--- config.mk ---
export PLATFORM = sky130hd
export DESIGN_NAME = pdm_modulator
export DESIGN_NICKNAME = d
export VERILOG_FILES = /design/src/rtl/pdm_modulator.sv
export SDC_FILE = /design/constraint.sdc
export NUM_CORES = 1
export LEC_CHECK = 0
export CAP_MARGIN = 10
export CORE_ASPECT_RATIO = 0.5
export CORE_UTILIZATION = 30
export DETAILED_ROUTE_END_ITERATION = 6
export PLACE_DENSITY = 0.48
export SYNTH_ARGS = -nofsm -noshare
export SYNTH_HDL_FRONTEND = slang
export SYNTH_SLANG_ARGS = --single-unit
--- constraint.sdc ---
create_clock -name clk -period 3.8 [get_ports clk]
set_clock_uncertainty 0.1 [all_clocks]
set_input_delay 0.76 -clock clk [delete_from_list [all_inputs] [get_ports clk]]
set_output_delay 0.76 -clock clk [all_outputs]
set_load 0.02 [all_outputs]
--- src/rtl/pdm_modulator.sv ---
// First-order sigma-delta modulator: signed PCM samples in through a small FIFO,
// 1-bit PDM out, one bit per external tick, OSR bits per sample.
module pdm_modulator #(
   parameter int OSR        = 16,
   parameter int FIFO_DEPTH = 4,
   parameter int DATA_W     = 8
) (
   input  logic                          clk,
   input  logic                          rst_n,
   input  logic                          tick,
   input  logic                          enable,
   input  logic                          s_valid,
   output logic                          s_ready,
   input  logic [DATA_W-1:0]             s_data,
   input  logic                          underrun_clr,
   output logic                          pdm_out,
   output logic                          underrun,
   output logic [$clog2(FIFO_DEPTH):0]   fifo_level
);

   localparam int AW = (FIFO_DEPTH > 1) ? $clog2(FIFO_DEPTH) : 1;
   localparam int LW = $clog2(FIFO_DEPTH) + 1;
   localparam int CW = (OSR > 1) ? $clog2(OSR) : 1;
   localparam logic [DATA_W-1:0] OFFSET = {1'b1, {(DATA_W-1){1'b0}}};

   logic [DATA_W-1:0] mem [FIFO_DEPTH];
   logic [AW-1:0]     wr_ptr;
   logic [AW-1:0]     rd_ptr;
   logic [LW-1:0]     level;
   logic              full;
   logic              empty;
   logic              push;
   logic              pop;

   logic [CW-1:0]     cnt;
   logic [DATA_W-1:0] cur;
   logic [DATA_W-1:0] acc;
   logic              run_tick;
   logic              slot_start;
   logic [DATA_W-1:0] cur_next;
   logic [DATA_W-1:0] u;
   logic [DATA_W:0]   sum;

   assign full       = (level == LW'(FIFO_DEPTH));
   assign empty      = (level == '0);
   assign s_ready    = ~full;
   assign fifo_level = level;

   assign run_tick   = tick & enable;
   assign slot_start = run_tick & (cnt == '0);
   assign push       = s_valid & ~full;
   assign pop        = slot_start & ~empty;

   // A freshly popped sample is modulated on the very tick that pops it.
   assign cur_next = pop ? mem[rd_ptr] : cur;
   assign u        = cur_next ^ OFFSET;
   assign sum      = {1'b0, acc} + {1'b0, u};

   always_ff @(posedge clk) begin
      if (push) begin
         mem[wr_ptr] <= s_data;
      end
   end

   always_ff @(posedge clk or negedge rst_n) begin
      if (!rst_n) begin
         wr_ptr <= '0;
         rd_ptr <= '0;
         level  <= '0;
      end else begin
         if (push) begin
            wr_ptr <= wr_ptr + 1'b1;
         end
         if (pop) begin
            rd_ptr <= rd_ptr + 1'b1;
         end
         if (push && !pop) begin
            level <= level + 1'b1;
         end else if (pop && !push) begin
            level <= level - 1'b1;
         end
      end
   end

   always_ff @(posedge clk or negedge rst_n) begin
      if (!rst_n) begin
         cnt     <= '0;
         cur     <= '0;
         acc     <= '0;
         pdm_out <= 1'b0;
      end else if (!enable) begin
         // cur survives a pause so a resumed stream without new data repeats it.
         cnt     <= '0;
         acc     <= '0;
         pdm_out <= 1'b0;
      end else if (tick) begin
         cnt     <= (cnt == CW'(OSR - 1)) ? '0 : cnt + 1'b1;
         cur     <= cur_next;
         acc     <= sum[DATA_W-1:0];
         pdm_out <= sum[DATA_W];
      end
   end

   always_ff @(posedge clk or negedge rst_n) begin
      if (!rst_n) begin
         underrun <= 1'b0;
      end else if (slot_start && empty) begin
         underrun <= 1'b1;
      end else if (underrun_clr) begin
         underrun <= 1'b0;
      end
   end

endmodule

## Yosys cells after proc, flatten, opt, wreduce, memory -nomap -nowiden

Memory sizes are Yosys's and may differ from the RTL's.
Index checks and enable logic that the tools add are counted.

- Mux-type cells: 14
- Bitwise operators: 7
- Add/sub/neg operators: 6
- Equality and inequality tests: 3
- Reductions and logical operators: 10

Operators with widths:

| operator | count |
|---|---|
| 8-bit two-way mux | 3 |
| 4-bit two-way mux | 3 |
| 8-bit by 8-bit adder with 9-bit output | 1 |
| 1-bit two-way mux | 6 |
| 3-bit two-way mux | 2 |
| 2-bit by 1-bit adder with 2-bit output, second input constant | 2 |
| 4-bit by 1-bit adder with 4-bit output, second input constant | 1 |
| 1-bit bitwise AND | 4 |
| 4-bit == test, second input constant | 1 |
| 4-bit zero test | 1 |
| 2-bit nonzero test | 2 |
| 3-bit by 1-bit adder with 3-bit output, second input constant | 1 |
| 3-bit == test, second input constant | 1 |
| 1-bit logical AND | 3 |
| 3-bit zero test | 1 |
| 1-bit inverter | 3 |
| 3-bit by 1-bit subtractor with 3-bit output, second input constant | 1 |
| 1-bit zero test | 2 |
| 2-bit inequality test, second input constant | 1 |
| 2-bit AND reduction | 1 |

- Bits in registers: 29
- Memories: 1
- Memory bits (writable): 32
- Output and inout port bits: 6
- Bits of input ports: 14

Memory list:

| memory | depth | bits a word | read ports | clocked after Yosys merged registers in | write ports | line | source |
|---|---|---|---|---|---|---|---|
| mem | 4 | 8 | 1 | 0 | 1 | 26 | `logic [DATA_W-1:0] mem [FIFO_DEPTH];` |

## Logic depth before layout (Yosys ltp)

- Depth after elaboration: 8
- Mapped depth: 12
- Depth with buffers taken out: 11

## Worst setup path before layout

No wires, ideal clock.

- Kind: input -> register
- Start: in enable
- End: reg acc[4]
- Setup slack: 0.716 ns
- Buffers on the path: 2
- Stages on the path: 12
- Data arrival time: 2.863 ns
- Path through: and2_1 > buf_4 > nand4_4 > buf_6 > mux2_4 > ha_1 > inv_1 > fa_1 > nor2b_1 > o21a_1 > or3_1 > a32o_1

- Word-level cells in the longest chain between the ends: 7

Ends and longest elaborated chain:

| item | line | source |
|---|---|---|
| from (decl) | 11 | `input logic enable,` |
| 1-bit bitwise AND | 49 | `assign run_tick = tick & enable;` |
| 1-bit bitwise AND | 50 | `assign slot_start = run_tick & (cnt == '0);` |
| 1-bit bitwise AND | 52 | `assign pop = slot_start & ~empty;` |
| 8-bit two-way mux | 55 | `assign cur_next = pop ? mem[rd_ptr] : cur;` |
| net cur_next[0] | 40 | `logic [DATA_W-1:0] cur_next;` |
| 8-bit by 8-bit adder with 9-bit output | 57 | `assign sum = {1'b0, acc} + {1'b0, u};` |
| 8-bit two-way mux | 96 | `end else if (tick) begin` |
| 8-bit two-way mux | 91 | `end else if (!enable) begin` |
| to (signal assigned) | 99 | `acc <= sum[DATA_W-1:0];` |
| to (decl) | 37 | `logic [DATA_W-1:0] acc;` |

The timed path passes the listed nets, and every way through them passes these cells. The select of a mux whose other input is x is not followed.
A chain may end at the register's enable or synchronous reset.

## Worst setup path in the final report

- Start: in tick
- End: reg acc[7]

RTL lines:

| item | line | source |
|---|---|---|
| from (decl) | 10 | `input logic tick,` |
| 1-bit bitwise AND | 49 |  |
| 1-bit bitwise AND | 50 |  |
| 1-bit bitwise AND | 52 |  |
| 8-bit two-way mux | 55 |  |
| net cur_next[6] | 40 |  |
| 8-bit by 8-bit adder with 9-bit output | 57 |  |
| 8-bit two-way mux | 96 |  |
| 8-bit two-way mux | 91 |  |

The timed path passes the listed nets, and every way through them passes these cells. The select of a mux whose other input is x is not followed.

==> impl_metrics.py <==
metrics = {
    "run_status": {
        "outcome": "complete, no violations",
    },
    "critical_path": {
        "required_ns": 3.91,
        "endpoint": "acc[7]$_DFFE_PN0P_",
        "worstSetupStartpoint": "tick",
        "timing.rr.start": "rd_ptr[0]$_DFFE_PN0N_",
        "ff2ff_path_depth": 8,
        "timing.rr.end": "acc[7]$_DFFE_PN0P_",
        "endpoint_kind": "flip-flop",
        "critical_path.startpoint_type": "input port",
        "critical_path_arrival_ns": 3.33,
        "rrSetupSlack_ns": 0.78,
        "crit_type": "in2reg",
        "critPathMaxFanout": 9,
    },
    "sta": {
        "rsz0062_at_grt": "false",
        "tightest_slew_ns": 0.481,
        "finalHoldViolCount": 0,
        "tns_ns": 0,
        "relSlewSlack_pct": 67.9,
        "fmax_mhz": 310,
        "slew_viol_final": 0,
        "worst_slack_ns": 0.575,
        "fin_crit_ns": 3.22,
        "period_share_pct": 84.9,
        "setup_viol": 0,
    },
    "floorplan": {
        "io_pins": 20,
        "die_h_um": 72.5,
        "row_count": 25,
        "core_um2": 9540,
        "die_w_um": 143,
        "die_area_um2": 10400,
        "initial_core_util_pct": 31.3,
    },
    "clock_tree": {
        "ctsHoldBuffers": 0,
        "root_buffer": "clkbuf_16",
        "clk_latency_ns": 0.33,
        "cts.repair.resized": 0,
        "cts-htree-levels": 3,
        "numCtsBuffers": 9,
        "cts.sinks": 61,
        "clkSlewWorstSetupHoldPaths_ns": 0.06,
        "postCtsSetupRepairBufs": 0,
        "cts_tree": "done",
        "clockBufferDepth": 2,
    },
    "synthesis": {
        "yosys.area.top_type": "edfxtp_1",
        "synth_cell_types": 45,
        "syn_inst": 208,
        "synth_edf_count": 32,
        "ys_warn_count": 0,
        "ys_seq_elements": 61,
        "avgSynthCellArea_um2": 14.3,
        "netlist_area_um2": 2980,
        "syn_nets": 240,
        "synth_top_area_share_pct": 32.2,
        "synth-seq-area-share_pct": 56.5,
        "synth_flop_cell": "edfxtp_1",
        "synthTopCellsByArea": "edfxtp_1, dfrtp_1, ha_1, mux4_2, mux2_2",
        "async_flop_share_pct": 47.5,
    },
    "global_routing": {
        "grt_antenna_before_repair": 0,
        "grt_pass1_wl_mm": 9.27,
        "grt_pass1_vias": 1802,
        "grt_overflow": 0,
        "grt.total_usage_pct": 12.5,
        "grt_max_degree": 30,
    },
    "placed_design": {
        "dp.final_hpwl_mm": 3.85,
        "dpl-instance-area_um2": 3360,
        "dp_slack_ns": 0.248,
        "routabilityCongestion": 0.816,
        "port_buffers": 19,
    },
    "final_layout": {
        "fin_area_um2": 3690,
        "drive_above_1_share_pct": 20.4,
        "syn_to_final_growth_pct": 23.8,
        "antennaDiodeCount": 0,
        "final_net_count": 272,
    },
    "route": {
        "first_pass_iters": 4,
        "wl_mm": 5.53,
        "vias": 1734,
        "post_drt_wl_per_cell_um": 14.5,
        "drcViolationCount": 0,
        "drtIter0Drc": 90,
        "via_per_inst": 4.56,
        "antenna_left": 0,
    },
    "run": {
        "drv_cap": 0,
    },
    "min_path": {
        "hp-class": "reg2reg",
    },
    "pwr": {
        "powerDensity_nw_per_um2": 802,
        "p_leak_nw": 1.50,
        "peakVddDrop_mv": 0.252,
    },
}
[metal layers]
metal	wire length (um)	track usage, %	share of wire (%)
met4	77	5.73	1.4
met5	0	0	0
met3	192	4.82	3.5
met2	2410	19.0	44
met1	2840	16.0	51
[where the power goes]
| part | internal, mW | leakage (nW) | switching [mW] | total [mW] |
|---|---|---|---|---|
| registers | 0.898 | 0.657 | 0.131 | 1.03 |
| clock network | 0.585 | 0.159 | 0.321 | 0.906 |
| logic | 0.523 | 0.679 | 0.505 | 1.03 |
[layout by cell type (no fill, tap or decap), types with 4 or more instances in the layout]
cell type | synthesis | routed
mux2i_1 | 4 | 4
nand2_1 | 8 | 8
clkbuf_16 | 0 | 9
nor2_1 | 9 | 9
mux2_2 | 10 | 10
and2_1 | 4 | 4
clkdlybuf4s50_1 | 0 | 19
and3_1 | 4 | 4
ha_1 | 16 | 16
mux2_4 | 7 | 7
nor2b_1 | 7 | 7
dfrtp_1 | 29 | 29
buf_4 | 2 | 8
xnor2_1 | 5 | 5
a21oi_1 | 5 | 5
o21ai_0 | 4 | 4
inv_1 | 13 | 13
mux4_2 | 8 | 8
edfxtp_1 | 32 | 32
[logic make-up (layout without fill, tap and decap cells)]
logic type	Yosys count	count (layout)	share of synthesized area, %
compound gates	31	31	7.59
flops	61	61	56.5
buf+inv	19	56	2.93
simple gates	42	42	7.88
xor+xnor	8	8	2.35
fa+ha+maj	18	18	8.05
mux	29	29	14.7
[synth_stat cells (3+ instances only)]
| master | count |
|---|---|
| nor2_1 | 9 |
| dfrtp_1 | 29 |
| xnor2_1 | 5 |
| nor2b_1 | 7 |
| edfxtp_1 | 32 |
| a21oi_1 | 5 |
| and3_1 | 4 |
| nand2_1 | 8 |
| a211oi_1 | 3 |
| mux4_2 | 8 |
| mux2_2 | 10 |
| inv_1 | 13 |
| ha_1 | 16 |
| mux2i_1 | 4 |
| mux2_4 | 7 |
| nor3b_1 | 3 |
| and2_1 | 4 |
| o21a_1 | 3 |
| xor2_1 | 3 |
| o21ai_0 | 4 |
[flip-flops by register name, indices dropped and copies added (netlist names)]
register and count:
pdm_out 1, rd_ptr 2, cnt 4, underrun 1, mem 32, cur 8
fifo_level 3, wr_ptr 2, acc 8
[critical path: stages]
cell and delay (ns):
clkdlybuf4s50_1 0.48, and2_1 0.23, nand4_4 0.17, buf_4 0.22, mux2_4 0.31, ha_1 0.36, inv_1 0.08, o31ai_1 0.29
a21oi_1 0.11, a311o_1 0.32
[worst min-delay path by stage]
stage / end / start / slack [ns] / cells after the start
2_1_floorplan: acc[0]$_DFFE_PN0P_ / rst_n / 0.36 / 0
3_3_place_gp: cur[7]$_DFFE_PN0P_ / cur[7]$_DFFE_PN0P_ / 0.38 / 1
3_5_place_dp: cur[7]$_DFFE_PN0P_ / cur[7]$_DFFE_PN0P_ / 0.39 / 1
4_1_cts: cur[0]$_DFFE_PN0P_ / cur[0]$_DFFE_PN0P_ / 0.41 / 1
5_1_grt: cur[2]$_DFFE_PN0P_ / cur[2]$_DFFE_PN0P_ / 0.42 / 1
6_report: acc[4]$_DFFE_PN0P_ / acc[4]$_DFFE_PN0P_ / 0.40 / 1
[through the flow]
stage,utilization (%),cells,hold slack (ns),power (mW)
3_5_place_dp,35.3,364,0.389,2.09
6_report,38.7,380,0.402,2.96
5_1_grt,38.7,380,0.422,3.17
4_1_cts,38.7,380,0.409,3.00
2_1_floorplan,-,208,0.364,1.78
3_3_place_gp,35.3,364,0.384,2.06
[area by class of cell]
class                           instances  area (um^2)
Fill cell                             905         5850
Sequential cell                        61         1690
Multi-Input combinational cell        128         1210
Timing Repair Buffer                   27          250
Clock buffer                            9          225
Tap cell                              135          169
Clock inverter                          7          105
Inverter                               13         48.8
(Power assumes the default switching activity.)
